--- config.mk ---
export PLATFORM = sky130hd
export DESIGN_NAME = sdram_frame_arbiter_flat
export DESIGN_NICKNAME = d
export VERILOG_FILES = /design/src/rtl/sdram_frame_arbiter_pkg.sv /design/src/rtl/sdram_frame_arbiter_if.sv /design/src/rtl/sdram_frame_arbiter_rr_pick.sv /design/src/rtl/sdram_frame_arbiter.sv /design/src/flat_wrapper.sv
export SDC_FILE = /design/constraint.sdc
export NUM_CORES = 1
export LEC_CHECK = 0
export BUFFER_PORTS_ARGS = -buffer_cell sky130_fd_sc_hd__buf_2
export CAP_MARGIN = 20
export CORE_MARGIN = 5
export CORE_UTILIZATION = 54
export CTS_CLUSTER_SIZE = 24
export DETAILED_ROUTE_END_ITERATION = 10
export PLACE_DENSITY = 0.76
export SKIP_LAST_GASP = 1
export SLEW_MARGIN = 40
export SYNTH_ARGS = -nofsm -noshare
export SYNTH_HDL_FRONTEND = slang
export SYNTH_HIERARCHICAL = 1
export SYNTH_SLANG_ARGS = --single-unit
--- constraint.sdc ---
create_clock -name clk -period 4.55 [get_ports clk]
set_clock_uncertainty 0.05 [all_clocks]
set_input_delay 0.91 -clock clk [delete_from_list [all_inputs] [get_ports clk]]
set_output_delay 0.91 -clock clk [all_outputs]
set_load 0.05 [all_outputs]
--- src/rtl/sdram_frame_arbiter_pkg.sv ---
// Shared definitions for the SDRAM frame-buffer arbiter: FSM state encoding,
// triple-buffer index constants and width helpers.
package sdram_frame_arbiter_pkg;

    typedef enum logic [1:0] {
        IDLE = 2'd0,
        REQ  = 2'd1,
        BUSY = 2'd2
    } arbState_e;

    localparam logic [1:0] BUF0 = 2'd0;
    localparam logic [1:0] BUF1 = 2'd1;
    localparam logic [1:0] BUF2 = 2'd2;

    // The three buffer indices sum to this, so the buffer that is neither of
    // two distinct indices a and b is BUF_SUM - a - b.
    localparam logic [1:0] BUF_SUM = BUF0 + BUF1 + BUF2;

    // The reader starts on the buffer the writer will reach last.
    localparam logic [1:0] RD_BUF_INIT = BUF2;

    function automatic int clog2(input int value);
        int result;
        int remaining;
        result    = 0;
        remaining = value - 1;
        while (remaining > 0) begin
            result++;
            remaining = remaining >> 1;
        end
        return result;
    endfunction

    // Width of an index over count items, never narrower than one bit.
    function automatic int indexWidth(input int count);
        return (count > 1) ? clog2(count) : 1;
    endfunction

endpackage

--- src/rtl/sdram_frame_arbiter_if.sv ---
// Burst command channel between the frame arbiter (master) and the SDRAM
// burst controller (slave).
interface sdram_frame_arbiter_if
    import sdram_frame_arbiter_pkg::*;
#(
    parameter int NPAIR  = 2,
    parameter int ADDR_W = 24
);

    localparam int PAIR_W = indexWidth(NPAIR);

    logic              cmd_valid;
    logic              cmd_ready;
    logic              cmd_wr;
    logic [PAIR_W-1:0] cmd_pair;
    logic [ADDR_W-1:0] cmd_addr;
    logic              burst_done;

    modport master (
        output cmd_valid,
        output cmd_wr,
        output cmd_pair,
        output cmd_addr,
        input  cmd_ready,
        input  burst_done
    );

    modport slave (
        input  cmd_valid,
        input  cmd_wr,
        input  cmd_pair,
        input  cmd_addr,
        output cmd_ready,
        output burst_done
    );

endinterface

--- src/rtl/sdram_frame_arbiter_rr_pick.sv ---
// Round-robin picker: returns the first requesting index at or after the
// pointer, wrapping around to the lowest requester when none lies above it.
module rr_pick #(
    parameter int N = 2,
    parameter int W = 1
) (
    input  logic [N-1:0] req_i,
    input  logic [W-1:0] ptr_i,
    output logic [W-1:0] idx_o,
    output logic         found_o
);

    logic [W-1:0] upperIdx;
    logic         upperFound;

    // Scan downwards so the last hit is the lowest index; prefer indices at or above the pointer.
    always_comb begin
        idx_o      = '0;
        found_o    = 1'b0;
        upperIdx   = '0;
        upperFound = 1'b0;
        for (int i = N - 1; i >= 0; i--) begin
            if (req_i[i]) begin
                found_o = 1'b1;
                idx_o   = W'(i);
                if (W'(i) >= ptr_i) begin
                    upperFound = 1'b1;
                    upperIdx   = W'(i);
                end
            end
        end
        if (upperFound) begin
            idx_o = upperIdx;
        end
    end

endmodule

--- src/rtl/sdram_frame_arbiter.sv ---
// N-pair triple-buffered frame arbiter: grants one fixed-length SDRAM burst at
// a time (writes before reads), and keeps per-pair offsets and buffer indices
// so a reader never sees a half-written frame.
module sdram_frame_arbiter
    import sdram_frame_arbiter_pkg::*;
#(
    parameter int NPAIR       = 2,
    parameter int BURST       = 256,
    parameter int USEDW_W     = 11,
    parameter int RD_LOW      = 512,
    parameter int FRAME_WORDS = 307200,
    parameter int BUF_WORDS   = 524288,
    parameter int ADDR_W      = 24
) (
    input  logic                       clk,
    input  logic                       rst,
    input  logic [NPAIR*USEDW_W-1:0]   wr_usedw_i,
    input  logic [NPAIR*USEDW_W-1:0]   rd_usedw_i,
    input  logic [NPAIR-1:0]           wr_frame_start_i,
    input  logic [NPAIR-1:0]           rd_frame_start_i,
    sdram_frame_arbiter_if.master      cmd_if,
    output logic [2*NPAIR-1:0]         wr_buf_o,
    output logic [2*NPAIR-1:0]         rd_buf_o,
    output logic [NPAIR-1:0]           frame_valid_o
);

    localparam int                PAIR_W    = indexWidth(NPAIR);
    localparam logic [ADDR_W-1:0] BURST_A   = ADDR_W'(BURST);
    localparam logic [ADDR_W-1:0] FRAME_A   = ADDR_W'(FRAME_WORDS);
    localparam logic [PAIR_W-1:0] LAST_PAIR = PAIR_W'(NPAIR - 1);

    arbState_e         state_q, state_d;
    logic              cmdValid_q, cmdValid_d;
    logic              cmdWr_q, cmdWr_d;
    logic [PAIR_W-1:0] cmdPair_q, cmdPair_d;
    logic [ADDR_W-1:0] cmdAddr_q, cmdAddr_d;
    logic [PAIR_W-1:0] wrPtr_q, wrPtr_d;
    logic [PAIR_W-1:0] rdPtr_q, rdPtr_d;
    logic              cancel_q, cancel_d;

    logic [ADDR_W-1:0] wrOff_q [NPAIR];
    logic [ADDR_W-1:0] wrOff_d [NPAIR];
    logic [ADDR_W-1:0] rdOff_q [NPAIR];
    logic [ADDR_W-1:0] rdOff_d [NPAIR];
    logic [1:0]        wrBuf_q [NPAIR];
    logic [1:0]        wrBuf_d [NPAIR];
    logic [1:0]        rdBuf_q [NPAIR];
    logic [1:0]        rdBuf_d [NPAIR];
    logic [1:0]        lastDone_q [NPAIR];
    logic [1:0]        lastDone_d [NPAIR];
    logic [NPAIR-1:0]  frameValid_q, frameValid_d;

    logic [NPAIR-1:0]  wrEligible, rdEligible;
    logic [PAIR_W-1:0] wrPick, rdPick;
    logic              wrFound, rdFound;
    logic              grantStart;
    logic              doneAdvance;

    // Start word of a burst inside pair's buffer region.
    function automatic logic [ADDR_W-1:0] burstAddr(input logic [PAIR_W-1:0] pair,
                                                    input logic [1:0]        bufIdx,
                                                    input logic [ADDR_W-1:0] offset);
        logic [ADDR_W-1:0] region;
        region = ADDR_W'((3 * 32'(pair) + 32'(bufIdx)) * 32'(BUF_WORDS));
        return region + offset;
    endfunction

    // Round-robin pointer moves just past the granted pair.
    function automatic logic [PAIR_W-1:0] nextPtr(input logic [PAIR_W-1:0] idx);
        return (idx == LAST_PAIR) ? '0 : idx + 1'b1;
    endfunction

    // Per-pair eligibility from FIFO fill levels and frame availability.
    always_comb begin
        wrEligible = '0;
        rdEligible = '0;
        for (int p = 0; p < NPAIR; p++) begin
            wrEligible[p] = 32'(wr_usedw_i[p*USEDW_W +: USEDW_W]) >= 32'(BURST);
            rdEligible[p] = frameValid_q[p] &&
                            (32'(rd_usedw_i[p*USEDW_W +: USEDW_W]) < 32'(RD_LOW));
        end
    end

    rr_pick #(.N(NPAIR), .W(PAIR_W)) u_wrPick (
        .req_i   (wrEligible),
        .ptr_i   (wrPtr_q),
        .idx_o   (wrPick),
        .found_o (wrFound)
    );

    rr_pick #(.N(NPAIR), .W(PAIR_W)) u_rdPick (
        .req_i   (rdEligible),
        .ptr_i   (rdPtr_q),
        .idx_o   (rdPick),
        .found_o (rdFound)
    );

    // A frame_start on the channel that owns the in-flight grant voids the offset advance.
    always_comb begin
        grantStart  = cmdWr_q ? wr_frame_start_i[cmdPair_q] : rd_frame_start_i[cmdPair_q];
        doneAdvance = (state_q == BUSY) && cmd_if.burst_done && !cancel_q && !grantStart;
    end

    // FSM state register.
    always_ff @(posedge clk or posedge rst) begin
        if (rst) begin
            state_q <= IDLE;
        end else begin
            state_q <= state_d;
        end
    end

    // FSM next-state logic.
    always_comb begin
        state_d = state_q;
        case (state_q)
            IDLE:    if (wrFound || rdFound) state_d = REQ;
            REQ:     if (cmd_if.cmd_ready)   state_d = BUSY;
            BUSY:    if (cmd_if.burst_done)  state_d = IDLE;
            default: state_d = IDLE;
        endcase
    end

    // FSM outputs: latch the grant in IDLE and release cmd_valid once accepted.
    always_comb begin
        cmdValid_d = cmdValid_q;
        cmdWr_d    = cmdWr_q;
        cmdPair_d  = cmdPair_q;
        cmdAddr_d  = cmdAddr_q;
        wrPtr_d    = wrPtr_q;
        rdPtr_d    = rdPtr_q;
        cancel_d   = cancel_q;
        case (state_q)
            IDLE: begin
                if (wrFound) begin
                    cmdValid_d = 1'b1;
                    cmdWr_d    = 1'b1;
                    cmdPair_d  = wrPick;
                    cmdAddr_d  = burstAddr(wrPick, wrBuf_q[wrPick], wrOff_d[wrPick]);
                    wrPtr_d    = nextPtr(wrPick);
                    cancel_d   = 1'b0;
                end else if (rdFound) begin
                    cmdValid_d = 1'b1;
                    cmdWr_d    = 1'b0;
                    cmdPair_d  = rdPick;
                    cmdAddr_d  = burstAddr(rdPick, rdBuf_d[rdPick], rdOff_d[rdPick]);
                    rdPtr_d    = nextPtr(rdPick);
                    cancel_d   = 1'b0;
                end
            end
            REQ: begin
                if (cmd_if.cmd_ready) begin
                    cmdValid_d = 1'b0;
                end
                cancel_d = cancel_q || grantStart;
            end
            BUSY: begin
                cancel_d = cancel_q || grantStart;
            end
            default: begin
                cmdValid_d = 1'b0;
            end
        endcase
    end

    // Registered command outputs and round-robin pointers.
    always_ff @(posedge clk or posedge rst) begin
        if (rst) begin
            cmdValid_q <= 1'b0;
            cmdWr_q    <= 1'b0;
            cmdPair_q  <= '0;
            cmdAddr_q  <= '0;
            wrPtr_q    <= '0;
            rdPtr_q    <= '0;
            cancel_q   <= 1'b0;
        end else begin
            cmdValid_q <= cmdValid_d;
            cmdWr_q    <= cmdWr_d;
            cmdPair_q  <= cmdPair_d;
            cmdAddr_q  <= cmdAddr_d;
            wrPtr_q    <= wrPtr_d;
            rdPtr_q    <= rdPtr_d;
            cancel_q   <= cancel_d;
        end
    end

    // Per-pair offsets and buffer rotation; frame starts apply first, then burst completion.
    always_comb begin
        for (int p = 0; p < NPAIR; p++) begin
            wrOff_d[p]      = wr_frame_start_i[p] ? '0 : wrOff_q[p];
            rdOff_d[p]      = rd_frame_start_i[p] ? '0 : rdOff_q[p];
            rdBuf_d[p]      = (rd_frame_start_i[p] && frameValid_q[p]) ? lastDone_q[p] : rdBuf_q[p];
            wrBuf_d[p]      = wrBuf_q[p];
            lastDone_d[p]   = lastDone_q[p];
            frameValid_d[p] = frameValid_q[p];
            if (doneAdvance && (PAIR_W'(p) == cmdPair_q)) begin
                if (cmdWr_q) begin
                    if (wrOff_q[p] + BURST_A >= FRAME_A) begin
                        wrOff_d[p]      = '0;
                        lastDone_d[p]   = wrBuf_q[p];
                        frameValid_d[p] = 1'b1;
                        wrBuf_d[p]      = BUF_SUM - wrBuf_q[p] - rdBuf_d[p];
                    end else begin
                        wrOff_d[p] = wrOff_q[p] + BURST_A;
                    end
                end else begin
                    rdOff_d[p] = (rdOff_q[p] + BURST_A >= FRAME_A) ? '0 : rdOff_q[p] + BURST_A;
                end
            end
        end
    end

    // Per-pair state registers.
    always_ff @(posedge clk or posedge rst) begin
        if (rst) begin
            for (int p = 0; p < NPAIR; p++) begin
                wrOff_q[p]    <= '0;
                rdOff_q[p]    <= '0;
                wrBuf_q[p]    <= BUF0;
                rdBuf_q[p]    <= RD_BUF_INIT;
                lastDone_q[p] <= BUF0;
            end
            frameValid_q <= '0;
        end else begin
            for (int p = 0; p < NPAIR; p++) begin
                wrOff_q[p]    <= wrOff_d[p];
                rdOff_q[p]    <= rdOff_d[p];
                wrBuf_q[p]    <= wrBuf_d[p];
                rdBuf_q[p]    <= rdBuf_d[p];
                lastDone_q[p] <= lastDone_d[p];
            end
            frameValid_q <= frameValid_d;
        end
    end

    // Flatten per-pair buffer indices onto the output buses.
    always_comb begin
        wr_buf_o = '0;
        rd_buf_o = '0;
        for (int p = 0; p < NPAIR; p++) begin
            wr_buf_o[2*p +: 2] = wrBuf_q[p];
            rd_buf_o[2*p +: 2] = rdBuf_q[p];
        end
    end

    assign frame_valid_o     = frameValid_q;
    assign cmd_if.cmd_valid  = cmdValid_q;
    assign cmd_if.cmd_wr     = cmdWr_q;
    assign cmd_if.cmd_pair   = cmdPair_q;
    assign cmd_if.cmd_addr   = cmdAddr_q;

endmodule

--- src/flat_wrapper.sv ---
// flat-port wrapper written by rule: the top's interface ports become plain ports
module sdram_frame_arbiter_flat import sdram_frame_arbiter_pkg::*;
#(
    parameter int NPAIR       = 2,
    parameter int BURST       = 256,
    parameter int USEDW_W     = 11,
    parameter int RD_LOW      = 512,
    parameter int FRAME_WORDS = 307200,
    parameter int BUF_WORDS   = 524288,
    parameter int ADDR_W      = 24
)
  (clk, rst, wr_usedw_i, rd_usedw_i, wr_frame_start_i, rd_frame_start_i, wr_buf_o, rd_buf_o, frame_valid_o, cmd_if_cmd_valid, cmd_if_cmd_wr, cmd_if_cmd_pair, cmd_if_cmd_addr, cmd_if_cmd_ready, cmd_if_burst_done);
  sdram_frame_arbiter_if #(.NPAIR(NPAIR), .ADDR_W(ADDR_W)) cmd_if_i ();
  input  logic clk;
  input  logic rst;
  input  logic [NPAIR*USEDW_W-1:0] wr_usedw_i;
  input  logic [NPAIR*USEDW_W-1:0] rd_usedw_i;
  input  logic [NPAIR-1:0] wr_frame_start_i;
  input  logic [NPAIR-1:0] rd_frame_start_i;
  output logic [2*NPAIR-1:0] wr_buf_o;
  output logic [2*NPAIR-1:0] rd_buf_o;
  output logic [NPAIR-1:0] frame_valid_o;
  output wire logic [$bits(cmd_if_i.cmd_valid)-1:0] cmd_if_cmd_valid;
  output wire logic [$bits(cmd_if_i.cmd_wr)-1:0] cmd_if_cmd_wr;
  output wire logic [$bits(cmd_if_i.cmd_pair)-1:0] cmd_if_cmd_pair;
  output wire logic [$bits(cmd_if_i.cmd_addr)-1:0] cmd_if_cmd_addr;
  input wire logic [$bits(cmd_if_i.cmd_ready)-1:0] cmd_if_cmd_ready;
  input wire logic [$bits(cmd_if_i.burst_done)-1:0] cmd_if_burst_done;
  assign cmd_if_cmd_valid = cmd_if_i.cmd_valid;
  assign cmd_if_cmd_wr = cmd_if_i.cmd_wr;
  assign cmd_if_cmd_pair = cmd_if_i.cmd_pair;
  assign cmd_if_cmd_addr = cmd_if_i.cmd_addr;
  assign cmd_if_i.cmd_ready = cmd_if_cmd_ready;
  assign cmd_if_i.burst_done = cmd_if_burst_done;
  sdram_frame_arbiter #(.NPAIR(NPAIR), .BURST(BURST), .USEDW_W(USEDW_W), .RD_LOW(RD_LOW), .FRAME_WORDS(FRAME_WORDS), .BUF_WORDS(BUF_WORDS), .ADDR_W(ADDR_W)) u_core (.clk(clk), .rst(rst), .wr_usedw_i(wr_usedw_i), .rd_usedw_i(rd_usedw_i), .wr_frame_start_i(wr_frame_start_i), .rd_frame_start_i(rd_frame_start_i), .cmd_if(cmd_if_i), .wr_buf_o(wr_buf_o), .rd_buf_o(rd_buf_o), .frame_valid_o(frame_valid_o));
endmodule
## After elaboration in Yosys (flattened, before gate mapping)

Cells that the tools add are included.

- Output and inout port bits: 37
- Logic and storage cells: 160
- Input bits: 52
- Register bits: 142

- Eq/ne operators: 6
- Order comparisons: 15
- Multiplexer cells: 73
- Add/sub/neg operators: 14
- Multipliers: 2
- Reductions and logical operators: 25
- Bitwise operators: 5

Operator list:

| operator | number |
|---|---|
| 2-to-1 mux 24 bit | 24 |
| adder 24 x 9 -> 24 bit (second input constant) | 4 |
| greater-or-equal comparator 24 x 19 -> 1 bit (second input constant) | 4 |
| adder 24 bit | 2 |
| 2-to-1 mux 1 bit | 35 |
| greater-or-equal comparator 11 x 9 -> 1 bit (second input constant) | 2 |
| < comparator 11 x 10 -> 1 bit (second input constant) | 2 |
| 2-to-1 mux 2 bit | 11 |
| AND reduction 3 bit | 5 |
| logical AND 1 bit | 9 |
| adder 3 x 2 -> 4 bit | 2 |
| multiplier 2 x 1 -> 3 bit (first input constant) | 2 |
| case mux 2 bit (3 select lines) | 1 |
| AND reduction 2 bit | 3 |
| greater-or-equal comparator 1 bit (first input constant) | 4 |
| greater-or-equal comparator 2 bit (second input constant) | 2 |
| != test 2 bit (second input constant) | 2 |
| inverter 1 -> 2 bit | 2 |
| nonzero test 2 bit | 2 |
| subtractor 2 bit | 2 |
| subtractor 2 bit (first input constant) | 2 |
| != test 3 x 1 -> 1 bit (second input constant) | 1 |
| inverter 1 bit | 3 |
| case mux 1 bit (3 select lines) | 1 |
| other kinds (10) | 13 |

## Depth between registers and ports, before layout

Gate-level depths: netlist of run 1.

- Depth after elaboration: 14
- Gate-level depth with buffers: 17
- Gate-level depth less buffers: 16

## Cells and area by module

The synthesis of run 1 kept the hierarchy.

Modules (own cells, without submodules):

| module | area each (um^2) | cells an instance | sequential area each (um^2) | instances |
|---|---|---|---|---|
| sdram_frame_arbiter | 8354.3 | 908 | 3555.9 | 1 |
| rr_pick | 17.5 | 3 | 0.0 | 2 |

## Least setup slack after synthesis of run 1

Ideal clock, no wire load.

- Path kind: input to register
- From: input port wr_usedw_i[9]
- To: register u_core.cmdAddr_q[23] (netlist: u_core/cmd_if.cmd_addr[23])
- Arrival time: 3.437 ns
- Buffers on the path: 2
- Setup slack: 0.927 ns
- Setup time: 0.135 ns
- Stages: 14
- Data required time: 4.365 ns
- Path through: or3_1 -> a21boi_1 -> clkbuf_1 -> inv_1 -> clkbuf_1 -> mux2i_1 -> ha_1 -> inv_1 -> fa_1 -> nor2b_1 -> o21ai_0 -> xnor2_1 -> a21oi_1 -> o21ai_0

- Longest elaborated chain between the ends: 10
- Elaborated cells on any way between the ends: 19
- Classes of those cells: 2 x add/sub; 1 x mul; 1 x order compare; 12 x mux; 1 x bitwise; 2 x reduce/logical

Ends and longest elaborated chain:

| what | RTL line | source |
|---|---|---|
| start, declared | flat_wrapper.sv:16 | `input logic [NPAIR*USEDW_W-1:0] wr_usedw_i;` |
| greater-or-equal comparator 11 x 9 -> 1 bit (*) | sdram_frame_arbiter.sv:78 | `wrEligible[p] = 32'(wr_usedw_i[p*USEDW_W +: USEDW_W]) >= 32'(BURST);` |
| 2-to-1 mux 1 bit | sdram_frame_arbiter_rr_pick.sv:23 | `if (req_i[i]) begin` |
| 2-to-1 mux 1 bit (*) | sdram_frame_arbiter_rr_pick.sv:32 | `if (upperFound) begin` |
| via u_core.wrPick | sdram_frame_arbiter.sv:54 | `logic [PAIR_W-1:0] wrPick, rdPick;` |
| branches (longest 5 deep; another with adder 3 x 2 -> 4 bit) | - |  |
| adder 24 bit (*) | sdram_frame_arbiter.sv:65 | `return region + offset;` |
| 2-to-1 mux 24 bit (*) | sdram_frame_arbiter.sv:135 | `if (wrFound) begin` |
| end signal, assigned | sdram_frame_arbiter.sv:180 | `cmdAddr_q <= cmdAddr_d;` |
| end, declared | sdram_frame_arbiter.sv:36 | `logic [ADDR_W-1:0] cmdAddr_q, cmdAddr_d;` |

Mark *: on every way through the listed nets, which the timed path passes. The select of a mux whose other input is x is not followed.
A chain may end at the register's enable or synchronous reset.

==> results.toml, run 1 <==
[finish]
final_cell_mix = "dfrtp_1 (140), nand2_1 (71), nor2_1 (65)"
fin_nets = 1024
layout-drive-gt1-share_pct = 16.0
stdcell_count = 1153
synthToLayoutAreaGrowth_pct = 12.6
diodes = 0
mostFrequentLayoutCell = "dfrtp_1"
fillers = 1277

[floorplanning]
fp.dieH_microns = 135
ios = 89
die_w_microns = 135
die-area_sq_um = 18100
start_util_pct = 55.2
coreArea_sq_um = 15200
row_count = 45

[placement]
pre_cts_slack_ps = 647
place.gp.congestion = 0.926
hpwl_microns = 15600
io_buffers = 54
dp_cells = 1121

[clocking]
post-cts-setup-buffers = 0
cts_buffer_depth = 2
cts_buffers = 17
htreeDepth = 4
cts_hold_buf = 0
cts-root-buf = "clkbuf_16"
clkSinkCount = 142
clk_latency_ps = 430
cts_resized = 0
cts_tree = "done"
clk_pin_slew_ps = 70

[sta]
worst_slew_pin_slew_ps = 715
hold_violations = 0
slew_violations = 0
setup_ws_ps = 848
setup_viol = 0
tns_ps = 0
fmax_mhz = 270
period_share_pct = 81.4
rsz0062_at_grt = "no"
hold_ws_ps = 433
relSlewSlack_pct = 52.3
final.min_clock_period_ps = 3700

[synth]
synth_edf_count = 0
synthFlopType = "dfrtp_1"
synth_fa_ha_area_share_pct = 3.16
synth-seq-cells = 142
synth_seq_area_share_pct = 42.4
yosys_warnings = 6
syn-num-nets = 986
synthMuxAreaShare_pct = 3.65
ys_types = 93
synth_top_family_by_area = "simple AND/OR/NAND/NOR gates"
netlist_area_sq_um = 8390
syn-instance-count = 914
synthSimpleGateAreaFrac_pct = 23.7
synth_xor_area_share_pct = 2.61
async_flop_share_pct = 100
synth-compound-area-share_pct = 20.3
avgSynthCellArea_sq_um = 9.18

[pwr]
p_int_mw = 2.50
p_comb_share_pct = 30.6
leakagePower_nw = 4.28
ir_worst_vdd_uv = 293
p_per_area_nw_per_um2 = 441
power_mw = 4.16
power_frac_seq_pct = 35.5
switchingPower_mw = 1.66
p_clk_share_pct = 33.9
swShare_pct = 39.9

[global_routing]
antenna_found_initial = 0
grt_pass1_wl_microns = 36500
grt-ovfl-total = 0
grt_pass1_vias = 6960
grt_max_degree = 118
grtUsageTotal_pct = 25.3

[hold_path]
hp-class = "flop to flop"
worstHoldStart = "u_core/cmd_if.cmd_addr[13]$_DFFE_PP0P_"

[run_status]
status = "finished, final reports clean"

[critical_path]
slowest_stage = "dfrtp_1"
cp_cell_sequence = "ha_1 -> and3_1 -> nand3_1 -> nor3b_1 -> o32a_1 -> o211ai_1 -> buf_4 -> inv_1 -> a22o_1 -> mux2i_1 -> o21ai_0"
critPathKind = "flop to flop"
worstSetupStartpoint = "u_core/wrOff_q[9]$_DFF_PP0_"
crit_required_ps = 4800
cp-start-kind = "flop"
timing.rr.start = "u_core/wrOff_q[9]$_DFF_PP0_"
critPathCaptureType = "flop"
worstPathMaxFanout = 15
max_stage_delay_ps = 470
cp_data_arrival_time_ps = 3950

[routing]
viasPerCell = 6.35
dr.pass1.iters = 6
num_vias = 7322
drtIter0Drc = 709
ant_nets = 0
routed_wl_microns = 22400
drc = 0
avgRoutedWirePerCell_microns = 19.4

[job]
drv_cap = 0
[synthesized netlist by cell type, drive strengths merged (12+ instances only)]
cell type,n,share of area (%)
dfrtp,140,42
nand2,72,3.3
nor2,67,3.0
o21ai,63,3.8
and2,49,3.7
a21oi,44,2.7
clkbuf,35,1.6
inv,33,1.5
nand3,30,1.9
nor3,28,1.8
nor2b,21,1.6
ha,18,2.7
xnor2,18,1.9
buf,17,1.1
and3,16,1.2
mux2,16,2.2
nand2b,15,1.1
nand4,14,1.0
a21o,12,1.1
a221oi,12,1.3
a31oi,12,0.89
[power groups by stage]
stage	sequential [mW]	combinational [mW]	clock, mW
2_1_floorplan	1.84	0.545	0
3_3_place_gp	1.49	1.25	0
3_5_place_dp	1.50	1.27	0
4_1_cts	1.48	1.27	1.43
5_1_grt	1.49	1.38	1.49
6_report	1.48	1.28	1.41
[metal layers]
layer  share of wire (%)  GRT usage, %
met2                  45          38.2
met3                 6.8          5.77
met5                   0             0
met4                 3.2          9.95
met1                  45          35.4
[flip-flops by register name (all words and copies together), names as in the netlist]
name,cells
u_core/rdOff_q,48
u_core/wrOff_q,48
u_core/cmd_if.cmd_addr,24
u_core/lastDone_q,4
u_core/rd_buf_o,4
u_core/wr_buf_o,4
u_core/frame_valid_o,2
u_core/state_q,2
u_core/cancel_q,1
u_core/cmd_if.cmd_pair,1
u_core/cmd_if.cmd_valid,1
u_core/cmd_if.cmd_wr,1
u_core/rdPtr_q,1
u_core/wrPtr_q,1
[final timing paths]
path / slack (ps) / depth (start not counted) / to
max: 850 / 11 / u_core/cmd_if.cmd_addr[15]$_DFFE_PP0P_
min: 430 / 2 / u_core/cmd_if.cmd_addr[13]$_DFFE_PP0P_
max reg2reg: 850 / 11 / u_core/cmd_if.cmd_addr[15]$_DFFE_PP0P_
min reg2reg: 430 / 2 / u_core/cmd_if.cmd_addr[13]$_DFFE_PP0P_
max in group asynchronous: 2920 / 3 / u_core/cmd_if.cmd_addr[6]$_DFFE_PP0P_
min in group asynchronous: 510 / 2 / u_core/rdOff_q[10]$_DFF_PP0_
[critical path, delay by kind of cell (launching register included)]
kind | cells | cell delay [ps]
AOI/OAI and AO/OA | 4 | 1180
adders and majority gates | 1 | 380
buffers and inverters | 2 | 440
DFF | 1 | 470
muxes | 1 | 200
and+or+nand+nor | 3 | 820
[logic make-up (layout without fill, tap and decap cells)]
group	Yosys count	in the layout
flip-flops	142	142
AND/OR/NAND/NOR	369	369
adder cells (fa/ha/maj)	20	20
XOR/XNOR	25	25
buffers and inverters	86	137
AO/OA/AOI/OAI	245	245
multiplexers	27	27
[final cells by class]
| class | instances | area, sq um | area share, % |
|---|---|---|---|
| multi-input cells | 686 | 4500 | 47.6 |
| flip-flops and latches | 142 | 3560 | 37.6 |
| clock buffers | 17 | 425 | 4.50 |
| repair buffers | 71 | 410 | 4.34 |
| well taps | 188 | 235 | 2.49 |
| clock inverters | 15 | 193 | 2.04 |
| inverters | 34 | 131 | 1.39 |
[per-stage QoR]
stage / instance area, sq um / util (%)
global route: 9450 / 62.1
finish: 9450 / 62.1
CTS: 9450 / 62.1
floorplan: 8390 / -
detailed placement: 8830 / 58.1
global placement: 8820 / 58.0
Note: power is estimated with default switching activity, not from simulation.
==> run 2: changes to the inputs <==
clock period = 3 ns   (was 4.55 ns; I/O delays follow)
==> run 2 against run 1 <==
Compared with the run above:
- the run now ends with setup timing left
- critical endpoint is now u_core/cmd_if.cmd_addr[12]$_DFFE_PP0P_
- largest cell class unchanged
- first-iteration DRC count is 37% higher
- die area unchanged
- critical path type unchanged
- register-to-register slack worse by 850 ps
- fmax increased by 23%
==> results.toml, run 2 (same netlist as run 1, synthesis figures left out) <==
[finish]
layout-drive-gt1-share_pct = 29.4
mostFrequentLayoutCell = "dfrtp_1"
synthToLayoutAreaGrowth_pct = 26.1
final_cell_mix = "dfrtp_1 (130), buf_4 (123), nand2_1 (71)"
diodes = 0
fin_nets = 1139
fin_area_sq_um = 10600
fillers = 1166
stdcell_count = 1268

[placement]
dp_cells = 1225
dpl_cell_area_sq_um = 9700
io_buffers = 54
pre_cts_slack_ps = -130
hpwl_microns = 17200
place.gp.congestion = 0.973

[critical_path]
cp-start-kind = "flop"
slowest_stage = "or4_4"
worstSetupPathDepth = 9
r2r_cells = 9
critPathKind = "flop to flop"
cp_top_family = "simple AND/OR/NAND/NOR gates"
cp_cell_sequence = "ha_4 -> nand3_4 -> or4_4 -> mux2_4 -> o22a_1 -> or4_4 -> buf_4 -> o31ai_4 -> o221a_1"
cpMostUsedCell = "or4_4"
crit_buf_inv = 1
crit_required_ps = 3310
max_stage_delay_ps = 600
critPathCaptureType = "flop"
cp_data_arrival_time_ps = 3310
worstPathMaxFanout = 7

[sta]
rsz0062_at_grt = "yes"
setup_ws_ps = -3.67
hold_violations = 0
setup_viol = 1
slew_violations = 0
final.min_clock_period_ps = 3000
period_share_pct = 100
hold_ws_ps = 159
worst_slew_pin_slew_ps = 665
relSlewSlack_pct = 55.4
fmax_mhz = 333

[floorplanning]
die-area_sq_um = 18100
start_util_pct = 55.2
fp.dieH_microns = 135
die_w_microns = 135
coreArea_sq_um = 15200
row_count = 45
ios = 89

[global_routing]
grt-ovfl-total = 0
grtUsageTotal_pct = 27.3
grt_pass1_wl_microns = 39700
grt_max_degree = 63
grt_pass1_vias = 7471
antenna_found_initial = 0

[clocking]
clk_pin_slew_ps = 60
clkSinkCount = 142
htreeDepth = 4
cts_tree = "done"
cts_buffers = 17
cts-root-buf = "clkbuf_16"
cts_buffer_depth = 2
clk_latency_ps = 430

[pwr]
p_comb_share_pct = 32.3
swShare_pct = 38.8
p_int_mw = 4.00
ir_worst_vdd_uv = 378
power_mw = 6.53
p_clk_share_pct = 33.3
p_per_area_nw_per_um2 = 618
switchingPower_mw = 2.54
leakagePower_nw = 4.88
power_frac_seq_pct = 34.4

[run_status]
violations = "setup timing"
status = "finished with violations"

[routing]
dr.pass1.iters = 6
avgRoutedWirePerCell_microns = 19.4
num_vias = 7894
viasPerCell = 6.23
routed_wl_microns = 24600
drtIter0Drc = 968
drc = 0
ant_nets = 0

[hold_path]
hp-class = "primary input to async pin"

[job]
drv_cap = 0
[run 2: cell count changes in the layout (fill, tap and decap cells not counted), moves of 5 or more]
cell / delta
clkinv_8: -6
buf_6: +5
dfrtp_1: -10
o21ai_0: -6
dfrtp_2: +10
o21ai_1: +5
buf_4: +107
[run 2: metal layers]
layer  vias to the layer above  track usage, %  share of wire (%)
li1                       3667               -                  -
met1                      3829            39.3                 44
met2                       351            41.7                 46
met3                        47            5.63                6.8
met4                         0            8.60                2.4
met5                         -               0                  0
[run 2: stage by stage]
step | utilization (%) | TNS [ps]
after detailed placement | 63.8 | -841
after global routing | 69.6 | -555
after CTS | 68.2 | 0
final | 69.6 | -3.67
after global placement | 63.7 | -924
after floorplan | - | 0
[run 2: what timing repair did]
item	4_1_cts	5_1_grt
hold buffers	0	0
gates resized for setup	9	38
setup buffers	1	10
setup endpoints to repair	9	27
pin swaps	5	11
[run 2: final timing paths]
kind	slack [ps]	startpoint	to
min	160	rst	u_core/rdOff_q[15]$_DFF_PP0_
min reg2reg	440	u_core/cmd_if.cmd_addr[18]$_DFFE_PP0P_	u_core/cmd_if.cmd_addr[18]$_DFFE_PP0P_
max reg2reg	-4	u_core/rdOff_q[33]$_DFF_PP0_	u_core/cmd_if.cmd_addr[12]$_DFFE_PP0P_
min in group clk	440	u_core/cmd_if.cmd_addr[18]$_DFFE_PP0P_	u_core/cmd_if.cmd_addr[18]$_DFFE_PP0P_
max	-4	u_core/rdOff_q[33]$_DFF_PP0_	u_core/cmd_if.cmd_addr[12]$_DFFE_PP0P_
max in group asynchronous	2070	rst	u_core/rdOff_q[11]$_DFF_PP0_
[run 2: power groups by stage]
stage,registers (mW),logic (mW),clock network (mW)
after CTS,2.25,2.03,2.19
final,2.25,2.11,2.18
after global routing,2.28,2.26,2.29
after global placement,2.28,1.98,0
after floorplan,2.79,0.856,0
after detailed placement,2.28,2.00,0
[run 2: cell type report]
| class | instances | area (sq um) | area share, % |
|---|---|---|---|
| multi-input cells | 686 | 4710 | 44.5 |
| flip-flops and latches | 142 | 3570 | 33.7 |
| repair buffers | 186 | 1330 | 12.6 |
| clock buffers | 18 | 439 | 4.15 |
| well taps | 188 | 235 | 2.22 |
| clock inverters | 14 | 163 | 1.54 |
| inverters | 34 | 133 | 1.25 |
